===== config.mk =====
export PLATFORM = sky130hd
export DESIGN_NAME = gray_updown_counter
export DESIGN_NICKNAME = d
export VERILOG_FILES = /design/src/rtl/gray_pkg.sv /design/src/rtl/gray_updown_counter.sv
export SDC_FILE = /design/constraint.sdc
export NUM_CORES = 1
export LEC_CHECK = 0
export ABC_CLOCK_PERIOD_IN_PS = 1650
export BUFFER_PORTS_ARGS = -buffer_cell sky130_fd_sc_hd__buf_2
export CORE_MARGIN = 2
export CORE_UTILIZATION = 44
export DETAILED_ROUTE_END_ITERATION = 6
export HOLD_SLACK_MARGIN = 0.08
export MAX_ROUTING_LAYER = met4
export PLACE_DENSITY = 0.82
export SLEW_MARGIN = 10
export SYNTH_ARGS = -nofsm -noshare
export SYNTH_HDL_FRONTEND = slang
export SYNTH_SLANG_ARGS = --single-unit

===== constraint.sdc =====
create_clock -name clk -period 1.65 [get_ports clk]
set_input_delay 0 -clock clk [delete_from_list [all_inputs] [get_ports clk]]
set_output_delay 0 -clock clk [all_outputs]
set_load 0.01 [all_outputs]

===== src/rtl/gray_pkg.sv =====
// Shared Gray-code helpers for counters and CDC pointers.
// Width-parametrised conversions live in a static-only class so every user picks its own width.
package gray_pkg;

    typedef enum logic [1:0] {
        STEP_HOLD,
        STEP_LOAD,
        STEP_COUNT
    } step_e;

    virtual class gray_conv #(parameter int W = 4);

        static function logic [W-1:0] bin2gray(input logic [W-1:0] b);
            return b ^ (b >> 1);
        endfunction

        // Prefix XOR from the MSB down.
        static function logic [W-1:0] gray2bin(input logic [W-1:0] g);
            logic [W-1:0] b;
            b[W-1] = g[W-1];
            for (int i = W - 2; i >= 0; i--) begin
                b[i] = b[i+1] ^ g[i];
            end
            return b;
        endfunction

    endclass

endpackage


===== src/rtl/gray_updown_counter.sv =====
// Bidirectional Gray counter with synchronous load, wrap/saturate end handling,
// registered binary and Gray views, terminal-count and wrap flags.
module gray_updown_counter
    import gray_pkg::*;
#(
    parameter int          WIDTH     = 4,
    parameter bit          SATURATE  = 1'b0,
    parameter int unsigned RESET_VAL = 0
) (
    input  logic             clk,
    input  logic             resetn,
    input  logic             en,
    input  logic             up,
    input  logic             load,
    input  logic [WIDTH-1:0] load_bin,
    output logic [WIDTH-1:0] gray_out,
    output logic [WIDTH-1:0] bin_out,
    output logic             tc,
    output logic             wrap
);

    localparam logic [WIDTH-1:0] RST_BIN = WIDTH'(RESET_VAL);
    localparam logic [WIDTH-1:0] MAX_VAL = '1;
    localparam logic [WIDTH-1:0] ONE     = WIDTH'(1);

    logic [WIDTH-1:0] bin_q;
    logic [WIDTH-1:0] gray_q;
    logic             last_up_q;
    logic             wrap_q;
    logic             tc_q;

    logic [WIDTH-1:0] bin_nxt;
    logic             last_up_nxt;
    logic             wrap_nxt;
    logic             tc_nxt;
    step_e            step;

    always_comb begin
        if (load) begin
            step = STEP_LOAD;
        end else if (en) begin
            step = STEP_COUNT;
        end else begin
            step = STEP_HOLD;
        end
    end

    // last_up only follows up on real count edges, so tc can be registered
    // from next-state without any input reaching the output combinationally.
    always_comb begin
        bin_nxt     = bin_q;
        last_up_nxt = last_up_q;
        wrap_nxt    = 1'b0;
        case (step)
            STEP_LOAD: begin
                bin_nxt = load_bin;
            end
            STEP_COUNT: begin
                last_up_nxt = up;
                if (up) begin
                    if (bin_q == MAX_VAL) begin
                        if (!SATURATE) begin
                            bin_nxt  = '0;
                            wrap_nxt = 1'b1;
                        end
                    end else begin
                        bin_nxt = bin_q + ONE;
                    end
                end else begin
                    if (bin_q == '0) begin
                        if (!SATURATE) begin
                            bin_nxt  = MAX_VAL;
                            wrap_nxt = 1'b1;
                        end
                    end else begin
                        bin_nxt = bin_q - ONE;
                    end
                end
            end
            default: begin
                bin_nxt = bin_q;
            end
        endcase
        tc_nxt = last_up_nxt ? (bin_nxt == MAX_VAL) : (bin_nxt == '0);
    end

    always_ff @(posedge clk) begin
        if (!resetn) begin
            bin_q     <= RST_BIN;
            gray_q    <= gray_conv#(WIDTH)::bin2gray(RST_BIN);
            last_up_q <= 1'b1;
            wrap_q    <= 1'b0;
            tc_q      <= (RST_BIN == MAX_VAL);
        end else begin
            bin_q     <= bin_nxt;
            gray_q    <= gray_conv#(WIDTH)::bin2gray(bin_nxt);
            last_up_q <= last_up_nxt;
            wrap_q    <= wrap_nxt;
            tc_q      <= tc_nxt;
        end
    end

    assign bin_out  = bin_q;
    assign gray_out = gray_q;
    assign tc       = tc_q;
    assign wrap     = wrap_q;

endmodule


Yosys cells after proc, flatten, opt, wreduce, memory -nomap -nowiden
Cells that the tools add are included.
- add/sub/neg operators: 2
- equal/unequal tests: 4
- multiplexer cells: 11
- bitwise operators: 1
- reduce and logical (&&, ||, !) cells: 3
- operators by type and width (kind ; count):
    $mux 4 ; 3
    $eq 4x4->1 const B ; 2
    $logic_not 4->1 ; 2
    $pmux 4 s2 ; 1
    $mux 1 ; 5
    $add 4x1->4 const B ; 1
    $mux 2 ; 2
    $sub 4x1->4 const B ; 1
    $xor 4x3->4 ; 1
    $eq 2x1->1 const B ; 1
    $eq 2x2->1 const B ; 1
    $reduce_and 2->1 ; 1
- bits in registers: 11
- input port bits: 9
- logic and storage cells: 26

Longest topological paths before layout
Gate-level depths: netlist of the first run.
- depth after elaboration: 6
- mapped depth: 9
- mapped depth without buffers: 9

Worst setup path after synthesis of the first run
Ideal clock, no wire load.
- path type: register -> register
- from: register bin_q[0] (netlist: bin_out[0])
- to: register gray_q[2] (netlist: gray_out[2])
- setup time: 115 ps
- data arrival time: 1726 ps
- required time: 1535 ps
- path slack: -191 ps
- stages on the path, launching flop included: 8
- path buffers: 0
- cell sequence: dfxtp_1 -> inv_1 -> ha_1 -> mux2i_1 -> xnor2_1 -> a221oi_4 -> ha_1 -> and2_1
- cells in the longest elaborated chain, start to end: 5
- elaborated cells between the ends (all ways): 9
- those cells by class: add/sub (2); eq/ne (1); mux (4); bitwise (1); reduce/logical (1)
- ends and longest elaborated chain (item ; RTL line ; text):
    start, declared ; gray_updown_counter.sv:26 ; logic [WIDTH-1:0] bin_q;
    start signal, assigned ; gray_updown_counter.sv:95 ; bin_q <= bin_nxt;
    $sub 4x1->4 (tied with other cells) ; gray_updown_counter.sv:76 ; bin_nxt = bin_q - ONE;
    $mux 4 (on tied branches) ; gray_updown_counter.sv:70, gray_updown_counter.sv:61 ;
    $mux 4 (*) ; gray_updown_counter.sv:60 ; if (up) begin
    $pmux 4 s2 (*) ; gray_updown_counter.sv:54 ; case (step)
    net bin_nxt[2] ; gray_updown_counter.sv:32 ; logic [WIDTH-1:0] bin_nxt;
    $xor 4x3->4 (*) ; gray_pkg.sv:14 ; return b ^ (b >> 1);
    end signal, assigned ; gray_updown_counter.sv:90 ; gray_q <= gray_conv#(WIDTH)::bin2gray(RST_BIN);
    end signal, assigned ; gray_updown_counter.sv:96 ; gray_q <= gray_conv#(WIDTH)::bin2gray(bin_nxt);
    end, declared ; gray_updown_counter.sv:27 ; logic [WIDTH-1:0] gray_q;
The timed path passes the listed nets; every way through them passes the cells marked *.
A chain may end at the register's enable or synchronous reset.

Worst setup path in the final report of the first run
- from: register bin_q[1] (netlist: bin_out[1])
- to: register gray_q[0] (netlist: gray_out[0])
- cells in the longest elaborated chain, start to end: 5
- elaborated cells between the ends (all ways): 9
- those cells by class: add/sub (2); eq/ne (1); mux (4); bitwise (1); reduce/logical (1)
- ends and longest elaborated chain (item ; RTL line):
    $eq 4x4->1 or $logic_not 4->1 (tied branches) ; gray_updown_counter.sv:61, gray_updown_counter.sv:70
    $mux 4 (on tied branches) ; gray_updown_counter.sv:61, gray_updown_counter.sv:70
    $mux 4 (*) ; gray_updown_counter.sv:60
    $pmux 4 s2 (*) ; gray_updown_counter.sv:54
    net bin_nxt[0] ; gray_updown_counter.sv:32
    $xor 4x3->4 (*) ; gray_pkg.sv:14
Marks and branches as above.

==> metrics.md, run 1 <==
| Metric | Value |
|---|---|
| Status | `finished with violations` |
| Failing checks | `negative setup slack` |
| Global-route usage over all layers | `0.204` |
| CTS Buf Count | `3` |
| # rows | `13` |
| Data arrival, critical path | `1920 ps` |
| Initial antenna violation count | `0` |
| Most common flop cell mapped by yosys | `dfxtp_1` |
| Mapped Cells | `74` |
| Worst-path fanout max | `5` |
| Area Growth Syn to Fin | `43.8%` |
| Max_slew headroom | `0.661` |
| Die H | `42.7 µm` |
| CP Launch Type | `register` |
| N_diodes | `0` |
| Post-Syn Area per Cell | `8.91 µm²` |
| PD cells | `795 mW/mm²` |
| Max H-tree Level | `1` |
| EDFF count, synth | `0` |
| Ys async rst share | `0` |
| Tmin final | `1750 ps` |
| Clock transition at path regs | `70 ps` |
| Final period utilization | `1.06` |
| Initial Utilization | `0.488` |
| Unique masters post-synth | `33` |
| Final hold violations | `0` |
| Clk_skew | `2.04 ps` |
| Pin count of the biggest net entering global routing | `11` |
| CP Data Required Time | `1820 ps` |
| Setup violators final | `4` |
| Syn nets | `89` |
| RSZ-0062 raised after global routing | `yes` |
| Hold Path Class | `input port to register` |
| Worst Slack Setup Final | `-103 ps` |
| Post-detail-place hpwl | `1120 µm` |
| DR vias | `640` |
| Max-Cap Viols | `0` |
| Final net count | `119` |
| Cell Area, Placed | `822 µm²` |
| Worst-Skew Late Latency | `270 ps` |
| Clock root buffer | `clkbuf_4` |
| Drt initial violations | `20` |
| Grt ovf | `0` |
| Overall power | `0.000754 W` |
| ANT nets after route | `0` |
| Slew Limit Fails | `0` |
| Die width | `42.7 µm` |
| DR pass1 iterations | `4` |
| Yosys warning count | `0` |
| Vias/cell | `5.42` |
| Most common cell after layout, fill and taps aside | `buf_2` |
| CTS tree | `done` |
| Seq cells post-synth | `10` |
| Fmax | `570 MHz` |
| Final routed DRC violation total | `0` |
| Layout cells sized above 1 | `0.495` |
| Die area | `0.00182 mm²` |
| CP endpoint kind | `register` |
| Most frequent cells in the layout | `18 x buf_2, 10 x buf_4, 8 x nand2_1, 8 x dfxtp_1, 6 x inv_1` |
| Critical path type | `register to register` |
| Register area share after synthesis | `0.304` |
| Pleak | `0.451 nW` |
| First-pass GRT wire length | `2750 µm` |
| Syn Std Cell Area | `659 µm²` |
| Sink Count | `10` |
| Number of global-route vias before repair | `601` |
| Peak VDD IR | `0.527 mV` |
| Core Region | `0.00135 mm²` |
| Worst slew pin tran | `504 ps` |
| Design Area, Final | `948 µm²` |
| I/O pin count | `19` |
| Port bufs | `18` |
| Longest Clk Path Bufs | `2` |
| Filler cell count | `107` |
| Routability cong. | `0.805` |
| Avg WL per Cell | `13.6 µm` |
| Final WL | `1600 µm` |
## worst paths after layout
path	start	to	slack [ps]	cells past startpoint
max	bin_out[1]	gray_out[0]	-100	6
min	load_bin[1]	bin_out[1]	140	5
max reg2reg	bin_out[1]	gray_out[0]	-100	6
min reg2reg	last_up_q	last_up_q	550	2
## cell families after synthesis
kind of cell | Yosys count | share of synthesized area
xor gates and xnor gates | 2 | 0.0266
buffers and inverters | 13 | 0.0930
DFF | 10 | 0.304
AOI/OAI and AO/OA | 12 | 0.169
muxes | 3 | 0.0455
adders and majority gates | 6 | 0.114
and+or+nand+nor | 28 | 0.249
## layout make-up
class	count	area (µm²)	share of cell area
Clock buffer	4	36.3	0.0383
Inverter	9	38.8	0.0409
Multi-Input combinational cell	51	472	0.497
Sequential cell	10	208	0.219
Tap cell	15	18.8	0.0198
Timing Repair Buffer	29	175	0.185
## critical path, stage by stage (launching register included)
cell	delay, ps
dfxtp_4	370
inv_4	60
ha_4	130
or4b_4	490
a31oi_4	240
ha_4	230
and2_1	120
## flip-flops by register name, summed over array words and instances, names as in the netlist
signal / count
bin_out: 4
gray_out: 3
last_up_q: 1
tc: 1
wrap: 1
## per-stage QoR
stage | TNS (ps) | hold WS [ps] | setup WS (ps) | instances | util
6_report | -267 | 144 | -103 | 118 | 0.703
3_3_place_gp | -144 | 243 | -68.4 | 110 | 0.609
2_1_floorplan | -85.6 | 240 | -30.6 | 74 | -
5_1_grt | -526 | 165 | -146 | 118 | 0.703
4_1_cts | -144 | 95.5 | -49.8 | 118 | 0.664
3_5_place_dp | -225 | 255 | -78.5 | 110 | 0.609
## report_power, final
group	total [W]	internal [W]	switching, W
logic	0.000248	0.000124	0.000124
registers	0.000278	0.000263	0.0000160
clock network	0.000227	0.000134	0.0000931
total	0.000754	0.000521	0.000233
## synth_stat cells, types with 2 or more instances
| cell type | number | area [µm²] |
|---|---|---|
| o31ai_1 | 2 | 15.0 |
| ha_1 | 6 | 75.1 |
| inv_1 | 9 | 33.8 |
| a21oi_1 | 2 | 10.0 |
| mux2i_1 | 3 | 30.0 |
| dfxtp_1 | 10 | 200 |
| and2_1 | 5 | 31.3 |
| nor3_1 | 2 | 10.0 |
| nand2b_1 | 4 | 25.0 |
| nand2_1 | 8 | 30.0 |
## routing by layer
layer | up-vias | global-route usage | wire length [µm] | part of all wire
li1 | 315 | - | - | -
met1 | 286 | 0.265 | 682 | 0.43
met2 | 32 | 0.315 | 749 | 0.47
met3 | 7 | 0.0426 | 116 | 0.073
met4 | 0 | 0.0625 | 50 | 0.031
met5 | - | - | 0 | 0
## repair_timing
item / 4_1_cts / 5_1_grt
endpoints found under the hold margin: 10 / 0
hold buffers: 1 / 0
pin swaps: 8 / 7
resized for setup: 2 / 12
setup buffers: 3 / 1
setup endpoints to repair: 3 / 4
Note: power is estimated with default switching activity, not from simulation.
==> inputs of run 2 (changes only) <==
--- a/config.mk
+++ b/config.mk
@@ -6,13 +6,13 @@
 export NUM_CORES = 1
 export LEC_CHECK = 0
 export ABC_CLOCK_PERIOD_IN_PS = 1650
-export BUFFER_PORTS_ARGS = -buffer_cell sky130_fd_sc_hd__buf_2
 export CORE_MARGIN = 2
-export CORE_UTILIZATION = 44
+export CORE_UTILIZATION = 25
 export DETAILED_ROUTE_END_ITERATION = 6
+export DONT_BUFFER_PORTS = 1
 export HOLD_SLACK_MARGIN = 0.08
 export MAX_ROUTING_LAYER = met4
-export PLACE_DENSITY = 0.82
+export PLACE_DENSITY = 0.5
 export SLEW_MARGIN = 10
 export SYNTH_ARGS = -nofsm -noshare
 export SYNTH_HDL_FRONTEND = slang
==> run 2 against run 1 <==
- setup slack improved by 37 ps
- worst hold slack worse by 44 ps
- flip-flop and latch count did not move
- non-clock buffer count is 10 lower
- sequential power up 3%
- the flow still finishes with violations (negative setup slack)
- final cell count rose by 4.2%
- largest cell class unchanged
- clock skew up 2.9 ps
- combinational power fell by 12%
- critical path depth stayed put
- routed wire length up 4.5%
==> metrics.md, run 2 (same netlist as run 1, synthesis figures left out) <==
| Metric | Value |
|---|---|
| R2R Path End | `gray_out[0]` |
| Final WL | `1670 µm` |
| Internal power | `0.000478 W` |
| Area Growth Syn to Fin | `40.6%` |
| CTS tree | `done` |
| Worst-path fanout max | `4` |
| Peak VDD IR | `0.331 mV` |
| Clk pwr share | `0.270` |
| Slew Limit Fails | `0` |
| Pin count of the biggest net entering global routing | `10` |
| Max_slew headroom | `0.787` |
| Critical path type | `register to register` |
| Grt ovf | `0` |
| Clock transition at path regs | `70 ps` |
| Layout cells sized above 1 | `0.355` |
| Slowest stage delay, CP | `480 ps` |
| Post-route setup TNS | `-149 ps` |
| Post-detail-place hpwl | `1250 µm` |
| ANT nets after route | `0` |
| Worst reg2reg setup slack | `-70 ps` |
| Met3 wire len | `97 µm` |
| Clk_skew | `4.95 ps` |
| Final routed DRC violation total | `0` |
| # rows | `18` |
| Beginning of the critical path | `bin_out[1]` |
| Failing checks | `negative setup slack` |
| Worst Slack Setup Final | `-66.4 ps` |
| Worst reg2reg path depth | `6` |
| PD cells | `747 mW/mm²` |
| Fmax | `583 MHz` |
| Hold Path Class | `input port to register` |
| Avg WL per Cell | `13.6 µm` |
| FF-to-FF Start | `bin_out[1]` |
| Buf/Inv on CP | `1` |
| Drt initial violations | `21` |
| Pleak | `0.401 nW` |
| Sw Pwr | `0.000215 W` |
| CTS Buf Count | `3` |
| Final net count | `109` |
| Status | `finished with violations` |
| Final period utilization | `1.04` |
| Die area | `0.00306 mm²` |
| Initial antenna violation count | `0` |
| Global-route usage over all layers | `0.124` |
| Final hold violations | `0` |
| Initial Utilization | `0.266` |
| DR vias | `596` |
| RSZ-0062 raised after global routing | `yes` |
| Max-Cap Viols | `0` |
| Switching part of the total | `0.310` |
| Critical Path End | `gray_out[0]` |
| Vias/cell | `4.85` |
| Sink Count | `10` |
| Port bufs | `0` |
| Most common cell after layout, fill and taps aside | `buf_4` |
| Core Region | `0.00248 mm²` |
| Footprint of the multi-input gates | `462 µm²` |
| Number of global-route vias before repair | `596` |
| Filler cell count | `264` |
| Longest Clk Path Bufs | `2` |
| Routability cong. | `0.894` |
| Max reg flops | `4` |
| Max H-tree Level | `1` |
| Hold Path Depth | `4` |
| Worst slew pin tran | `317 ps` |
| Reg area | `208 µm²` |
| Hold WS | `100 ps` |
| N_diodes | `0` |
| First-pass GRT wire length | `2820 µm` |
| Met2 Wirelength | `738 µm` |
| Worst-Skew Late Latency | `270 ps` |
| Setup violators final | `3` |
| Clock root buffer | `clkbuf_4` |
| Critical Path Stages | `6` |
| M1 wire length | `806 µm` |
| CP delay by family, top | `simple AND/OR/NAND/NOR gates` |
| Die H | `55.4 µm` |
| DR pass1 iterations | `4` |
| CP Launch Type | `register` |
| CP max stage cell | `or4b_4` |
| Worst-path cell chain | `inv_2, ha_4, or4b_4, a31oi_4, ha_1, and2_4` |
| Data arrival, critical path | `1890 ps` |
| Sequential power share | `0.413` |
| I/O pin count | `19` |
| Top layer reached by signal wires | `met4` |
| CP Data Required Time | `1820 ps` |
| CP endpoint kind | `register` |
| Combinational share of power | `0.316` |
| Tmin final | `1720 ps` |
| Most frequent cells in the layout | `13 x buf_4, 8 x nand2_1, 8 x dfxtp_1` |
| Die width | `55.4 µm` |
## run 2: how the worst min path moves through the flow
stage / slack (ps) / end / from
detailed placement: 70 / last_up_q / resetn
finish: 100 / bin_out[1] / en
floorplan: 240 / last_up_q / resetn
global placement: 70 / last_up_q / resetn
CTS: 100 / bin_out[1] / en
global route: 110 / bin_out[1] / en
## run 2: routing by layer
metal | vias up | global-route usage
li1 | 294 | -
met1 | 273 | 0.160
met2 | 25 | 0.167
met3 | 4 | 0.0398
met4 | 0 | 0.0732
met5 | - | -
## run 2: worst register-to-register path: stages (launching register included)
cell and delay [ps]:
dfxtp_4 370, inv_2 70, ha_4 140, or4b_4 480
a31oi_4 180, ha_1 250, and2_4 130
## run 2: timing repair
action / CTS / global route
resized for setup: 4 / 8
hold endpoints to repair: 10 / 0
buffers inserted: 2 / 0
setup endpoints to repair: 4 / 5
pin swaps: 7 / 2
hold buffers: 6 / 0
## run 2: metrics by stage
step	power [W]	instance area, µm²	util	setup slack [ps]	std cells
CTS	0.000682	900	0.363	-86.0	123
floorplan	0.000421	688	-	-30.6	74
global route	0.000741	927	0.374	-169	123
global placement	0.000473	788	0.318	-129	112
detailed placement	0.000473	788	0.318	-114	112
finish	0.000692	927	0.374	-66.4	123
## run 2: power by group through the flow
stage	Clock, W	Sequential [W]	Combinational (W)
global placement	0	0.000291	0.000182
CTS	0.000194	0.000286	0.000202
finish	0.000187	0.000286	0.000219
global route	0.000210	0.000289	0.000242
floorplan	0	0.000296	0.000124
detailed placement	0	0.000291	0.000182
## run 2: final cells by class
class,instances,area share
clock buffer,4,0.0283
inverter,9,0.0391
multi-input combinational,51,0.498
sequential,10,0.224
tap,30,0.0405
timing repair buffer,19,0.170
